<file path="src/rtl/uart_tx_fifo.sv">
// UART transmitter with a one-deep holding register and valid/ready input.
// Configurable data width, optional parity and stop length; back-to-back frames.
module uart_tx_fifo #(
    parameter int DBIT      = 8,
    parameter int OVS       = 16,
    parameter int SB_TICK   = 16,
    parameter bit PARITY_EN = 1'b0
) (
    input  logic            clk,
    input  logic            rst_n,
    input  logic            s_tick,
    input  logic            tx_valid,
    output logic            tx_ready,
    input  logic [DBIT-1:0] data_in,
    input  logic            parity_odd,
    output logic            tx,
    output logic            tx_busy,
    output logic            tx_done_tick
);

    localparam int SMAX = (OVS > SB_TICK) ? OVS : SB_TICK;
    localparam int SW   = (SMAX > 1) ? $clog2(SMAX) : 1;
    localparam int NW   = (DBIT > 1) ? $clog2(DBIT) : 1;

    localparam logic [SW-1:0] S_BIT  = SW'(OVS - 1);
    localparam logic [SW-1:0] S_STOP = SW'(SB_TICK - 1);
    localparam logic [NW-1:0] N_LAST = NW'(DBIT - 1);

    typedef enum logic [2:0] {
        IDLE,
        START,
        DATA,
        PARITY,
        STOP
    } state_t;

    state_t          state;
    logic [SW-1:0]   s;
    logic [NW-1:0]   n;
    logic [DBIT-1:0] shift;
    logic            par_bit;

    logic [DBIT-1:0] hold_data;
    logic            hold_odd;
    logic            hold_full;
    logic            drain;
    logic            hold_par;

    // The queued frame moves into the shifter when idle or on the last stop tick.
    assign drain = hold_full &&
                   ((state == IDLE) ||
                    ((state == STOP) && s_tick && (s == S_STOP)));

    assign hold_par = (^hold_data) ^ hold_odd;
    assign tx_ready = !hold_full;

    // Holding register: filled on handshake, emptied on drain.
    always_ff @(posedge clk or negedge rst_n) begin
        if (!rst_n) begin
            hold_full <= 1'b0;
            hold_data <= '0;
            hold_odd  <= 1'b0;
        end else if (drain) begin
            hold_full <= 1'b0;
        end else if (tx_valid && !hold_full) begin
            hold_full <= 1'b1;
            hold_data <= data_in;
            hold_odd  <= parity_odd;
        end
    end

    // Frame sequencer with registered line, busy and done outputs.
    always_ff @(posedge clk or negedge rst_n) begin
        if (!rst_n) begin
            state        <= IDLE;
            s            <= '0;
            n            <= '0;
            shift        <= '0;
            par_bit      <= 1'b0;
            tx           <= 1'b1;
            tx_busy      <= 1'b0;
            tx_done_tick <= 1'b0;
        end else begin
            tx_done_tick <= 1'b0;
            tx_busy      <= (state != IDLE);
            unique case (state)
                IDLE: begin
                    tx <= 1'b1;
                    if (hold_full) begin
                        state   <= START;
                        s       <= '0;
                        shift   <= hold_data;
                        par_bit <= hold_par;
                    end
                end
                START: begin
                    tx <= 1'b0;
                    if (s_tick) begin
                        if (s == S_BIT) begin
                            s     <= '0;
                            n     <= '0;
                            state <= DATA;
                        end else begin
                            s <= s + SW'(1);
                        end
                    end
                end
                DATA: begin
                    tx <= shift[0];
                    if (s_tick) begin
                        if (s == S_BIT) begin
                            s     <= '0;
                            shift <= shift >> 1;
                            if (n == N_LAST) begin
                                state <= PARITY_EN ? PARITY : STOP;
                            end else begin
                                n <= n + NW'(1);
                            end
                        end else begin
                            s <= s + SW'(1);
                        end
                    end
                end
                PARITY: begin
                    tx <= par_bit;
                    if (s_tick) begin
                        if (s == S_BIT) begin
                            s     <= '0;
                            state <= STOP;
                        end else begin
                            s <= s + SW'(1);
                        end
                    end
                end
                STOP: begin
                    tx <= 1'b1;
                    if (s_tick) begin
                        if (s == S_STOP) begin
                            s            <= '0;
                            tx_done_tick <= 1'b1;
                            if (hold_full) begin
                                state   <= START;
                                shift   <= hold_data;
                                par_bit <= hold_par;
                            end else begin
                                state <= IDLE;
                            end
                        end else begin
                            s <= s + SW'(1);
                        end
                    end
                end
                default: begin
                    state <= IDLE;
                    tx    <= 1'b1;
                end
            endcase
        end
    end

endmodule

</file>
<file path="config.mk">
export PLATFORM = sky130hd
export DESIGN_NAME = uart_tx_fifo
export DESIGN_NICKNAME = d
export VERILOG_FILES = /design/src/rtl/uart_tx_fifo.sv
export SDC_FILE = /design/constraint.sdc
export NUM_CORES = 1
export LEC_CHECK = 0
export ABC_AREA = 0
export BUFFER_PORTS_ARGS = -buffer_cell sky130_fd_sc_hd__buf_2
export CAP_MARGIN = 20
export CORE_ASPECT_RATIO = 0.7
export CORE_UTILIZATION = 57
export DETAILED_ROUTE_END_ITERATION = 6
export GPL_TIMING_DRIVEN = 0
export PLACE_DENSITY = 0.85
export SLEW_MARGIN = 10
export SYNTH_ARGS = -nofsm -noshare
export SYNTH_HDL_FRONTEND = slang
export SYNTH_SLANG_ARGS = --single-unit
</file>
<file path="constraint.sdc">
create_clock -name clk -period 2.3 [get_ports clk]
set_input_delay 0.46 -clock clk [delete_from_list [all_inputs] [get_ports clk]]
set_output_delay 0.46 -clock clk [all_outputs]
set_load 0.1 [all_outputs]
</file>
Yosys cells after proc, flatten, opt, wreduce, memory -nomap -nowiden --
Index checks and enable logic that the tools add are counted.
Operators by class: bitwise gates (word level) 2, reductions and logical operators 21, add/sub/neg operators 2, div/mod/pow operators 0, muxes and demuxes 38, $mul 0, equality and inequality tests 18, $lt $le $gt $ge 0, shift-type cells 0
Operator list (number):
- two-way mux 3 bit | 15
- two-way mux 8 bit | 5
- case mux 8 bit (3 select lines) | 1
- inequality test 2 bit (second input constant) | 10
- case mux 3 bit (5 select lines) | 1
- two-way mux 4 bit | 3
- AND reduction 10 bit | 1
- two-way mux 1 bit | 9
- case mux 4 bit (2 select lines) | 1
- nonzero test 2 bit | 4
- parity 8 bit | 1
- equality test 3 x 2 -> 1 bit (second input constant) | 2
- equality test 3 bit (second input constant) | 2
- case mux 3 bit (2 select lines) | 1
- AND reduction 3 bit | 2
- AND reduction 6 bit | 1
- nonzero test 3 bit | 2
- AND reduction 5 bit | 1
- adder 4 x 1 -> 4 bit (second input constant) | 1
- equality test 4 bit (second input constant) | 1
- logical AND 1 bit | 4
- inequality test 2 x 1 -> 1 bit (second input constant) | 2
- OR reduction 4 bit | 1
- adder 3 x 1 -> 3 bit (second input constant) | 1
- 9 further kinds | 9
Storage, ports and cells: memories 0, logic and storage cells 92, bits in read-only memories 0, RAM bits 0, input port bits 13, flip-flop bits (word level) 32, output and inout bits 4, latch bits 0

Depth between registers and ports, before layout --
depth in word-level cells 7, gate-level depth with buffers 6, gate-level depth less buffers 6

Worst setup path after synthesis --
Ideal clock, no wire load.
kind register to register, start point reg n[0], end point reg n[0], period minus slack after synthesis 1.774 ns, required time 2.175 ns, path slack 0.526 ns, buffers on the path 0, data arrival time 1.649 ns, stages on the path, launching flop included 7, path through dfrtp_1 ha_1 ha_1 nor2_1 mux2i_1 nor3_1 mux2_2
On the way: longest elaborated chain between the ends 5, elaborated cells on any way between the ends 8, those cells by class 1 x add/sub; 2 x eq/ne; 4 x mux; 1 x reduce/logical
RTL lines:
- start: declaration | RTL line 39 | logic [NW-1:0] n;
- start signal: assignment | RTL line 117 | n <= n + NW'(1);
- adder 3 x 1 -> 3 bit | RTL line 117
- two-way mux 3 bit | RTL line 114 | if (n == N_LAST) begin
- two-way mux 3 bit | RTL line 111 | if (s == S_BIT) begin
- two-way mux 3 bit | RTL line 110 | if (s_tick) begin
- case mux 3 bit (2 select lines) | RTL line 86 | unique case (state)
Parallel ways exist; a longest one is shown, timed or not. The select of a mux whose other input is x is not followed. A chain may end at the register's enable or synchronous reset.

Final worst setup path --
start point reg s[0], end point reg n[0]
On the way: longest elaborated chain between the ends 3, elaborated cells on any way between the ends 4, those cells by class 3 x eq/ne; 1 x reduce/logical
RTL lines:
- start: declaration | RTL line 38 | logic [SW-1:0] s;
- start signal: assignment | RTL line 104 | s <= s + SW'(1);
- start signal: assignment | RTL line 120 | s <= s + SW'(1);
- start signal: assignment | RTL line 131 | s <= s + SW'(1);
- equality test 4 bit (*) | RTL line 99, 111
- inequality test 2 bit (no source line)
- AND reduction 6 bit (no source line) (*)
Every way passes the cells marked *; elsewhere a longest branch is shown, timed or not.

==> metrics.txt <==
met1 Use GR=0.3146; CTS tree=done; Final Worst Setup Slack=187.3 ps; Buffers on Ports=15; RSZ-0062 raised after global routing=false; share of layout cells above drive strength 1=0.2952; Final min period=2113 ps; outcome=completed; Seq pwr share=0.371; H-tree depth=2; kind of end point of the critical path=register; # setup viols final=0; leakage power=0.8000 nW; Max clock buf depth=2; Slew Viols, Final=0; Tcrit/Tclk final=0.9186; row cnt=15; power per cell area=1506 mW/mm²; worst slack at placement=250.3 ps; die area=0.003045 mm²; post-cts sizing count=0; Least-Margin Pin Slew=689.8 ps; synth top area cells=dfrtp_1 (48%), mux2_2 (7.7%), mux2i_1 (6.2%), a21oi_1 (3.4%), nor2_1 (3.3%); CP arrival=2280 ps; max_cap viols=0; synth warn=0; routing usage on met3=0.1040; Max Clk Rate=473.3 MHz; Synth Register Bits=32; Fill cells=179; register area share after synthesis=0.4981; Yosys top cell area share=0.4817; I/O Pins=17; Clk pin slew, worst setup/hold paths=70 ps; clock share of power=0.190; Initial Util=0.6263; critical path class=register to register; clk root buf=clkbuf_8; total track usage=0.2442; Top FF cell, synth=dfrtp_1; maximum vdd drop=0.8378 mV; Antenna Nets Post-Route=0; initial antenna violation count=0; post-synthesis cell type count=39; Mapped Area=0.001610 mm²; Post-CTS Hold Fix Bufs=0; largest net degree at the start of global routing=33; core area=0.002571 mm²; DR vias/cell=5.960; # clock sinks=32; Internal Dissipation=1.708 mW; Slew Limit Headroom=0.5401; first-pass detailed-route iteration total=4; top cell type by total area after synthesis=dfrtp_1; Data required, critical path=2470 ps; DRC viols=0; critical path fanouts, max=10; sw frac=0.3822; P_sw=1.057 mW; grt peak-use layer=met2; Total Wirelength=3172 µm; routed length per placed instance=15.86 µm; cell count after synthesis=143; Post-Syn Nets=159; GP Congestion=0.7684; top cells by count, synth=dfrtp_1 (31), nor2_1 (14), a21oi_1 (11), mux2_2 (11), mux2i_1 (10); asr flop ratio synth=1.000; Post-CTS Setup Repair Bufs=0; antenna fix cells=0; Post-synth EDFFs=0; Die W=65.53 µm; Final Skew=5.465 ps; Synth Area per Inst=11.26 µm²; worst hold path class=input port to async pin; dpl hpwl=2188 µm; total number of vias=1192; first-pass GRT wire length=5119 µm; area grow syn2layout=13.99%; fin nets=181; later-pin clock latency in the skew report=290 ps; GRT overflow=0; Die H=46.47 µm; Combinational Power Share=0.439; CTS buffer count=5; most common cell in the netlist=dfrtp_1; Critical Path Source Type=register; initial DRC count=59; final hold vios=0; setup tns final=0 ps; vias in the first global route=1111; met2 Use GR=0.3670
==> stage by stage <==
| stage | hold WS, ps | instance area, µm² | power [mW] | utilization | instances |
|---|---|---|---|---|---|
| floorplan | 164.4 | 1610 | 1.989 | - | 143 |
| global placement | 493.7 | 1728 | 2.139 | 0.6720 | 192 |
| detailed placement | 509.8 | 1728 | 2.222 | 0.6720 | 192 |
| CTS | 228.5 | 1836 | 2.780 | 0.7139 | 200 |
| global route | 259.7 | 1836 | 2.925 | 0.7139 | 200 |
| finish | 213.7 | 1836 | 2.765 | 0.7139 | 200 |
==> cell families after synthesis <==
kind of cell | share of synthesized area
simple gates | 0.1290
flops | 0.4981
compound gates | 0.1313
mux | 0.1391
buf+inv | 0.03263
xor+xnor | 0.04662
fa+ha+maj | 0.02331
==> flip-flops by register name, summed over array words and instances (netlist names), 3 cells and up <==
register   cells
shift          8
s              4
state          3
n              3
hold_data      8
==> power groups by stage <==
stage / logic, mW / registers [mW] / clock network, mW
CTS: 1.22 / 1.02 / 0.541
global route: 1.31 / 1.05 / 0.562
detailed placement: 1.20 / 1.02 / 0
global placement: 1.14 / 0.999 / 0
floorplan: 0.913 / 1.08 / 0
finish: 1.21 / 1.02 / 0.526
==> area by class of cell <==
type / instances / area (µm²) / area share
inverters: 4 / 15.01 / 0.008180
flip-flops and latches: 32 / 802.0 / 0.4369
plain buffers: 7 / 37.54 / 0.02045
clock buffers: 6 / 72.57 / 0.03954
repair buffers: 15 / 75.07 / 0.04090
well taps: 34 / 42.54 / 0.02318
multi-input cells: 100 / 755.7 / 0.4117
clock inverters: 2 / 35.03 / 0.01909
==> path summary, 6_finish.rpt <==
path	slack, ps	endpoint	startpoint	depth (start not counted)
worst max-delay path	190	n[0]	s[0]	4
worst min-delay path	210	s[0]	rst_n	1
worst max register to register	190	n[0]	s[0]	4
worst min register to register	530	shift[4]	shift[4]	2
max in group asynchronous	1640	shift[5]	rst_n	1
min in group clk	400	hold_data[0]	data_in[0]	2
==> per-layer routing <==
layer,vias up,part of all wire
met1,599,0.44
met2,36,0.49
met4,0,0.012
li1,552,-
met5,-,0
met3,5,0.058
==> worst max-delay path, cell delays in order, from the launching register on <==
cell and delay, ps:
dfrtp_1 430, ha_1 250, nand4_2 300, nor3_1 610, mux2_2 400
==> cells in the final DEF, fill, tap and decap left out, types with 2 or more instances in the layout <==
cell type | Yosys | routed
o22ai_1 | 2 | 2
nor3_1 | 2 | 2
ha_1 | 3 | 3
mux2i_1 | 10 | 10
or3b_2 | 3 | 3
a21o_1 | 2 | 2
clkbuf_1 | 3 | 4
nand2_1 | 7 | 7
a21oi_2 | 2 | 2
a31oi_1 | 3 | 3
a21oi_1 | 11 | 11
inv_1 | 4 | 4
nor2_1 | 14 | 14
xnor2_1 | 5 | 5
buf_2 | 3 | 18
dfrtp_1 | 31 | 31
clkbuf_8 | 0 | 5
a211oi_1 | 2 | 2
o21ai_0 | 4 | 4
a22oi_1 | 2 | 2
mux2_2 | 11 | 11
Power figures use the tool's default switching activity.
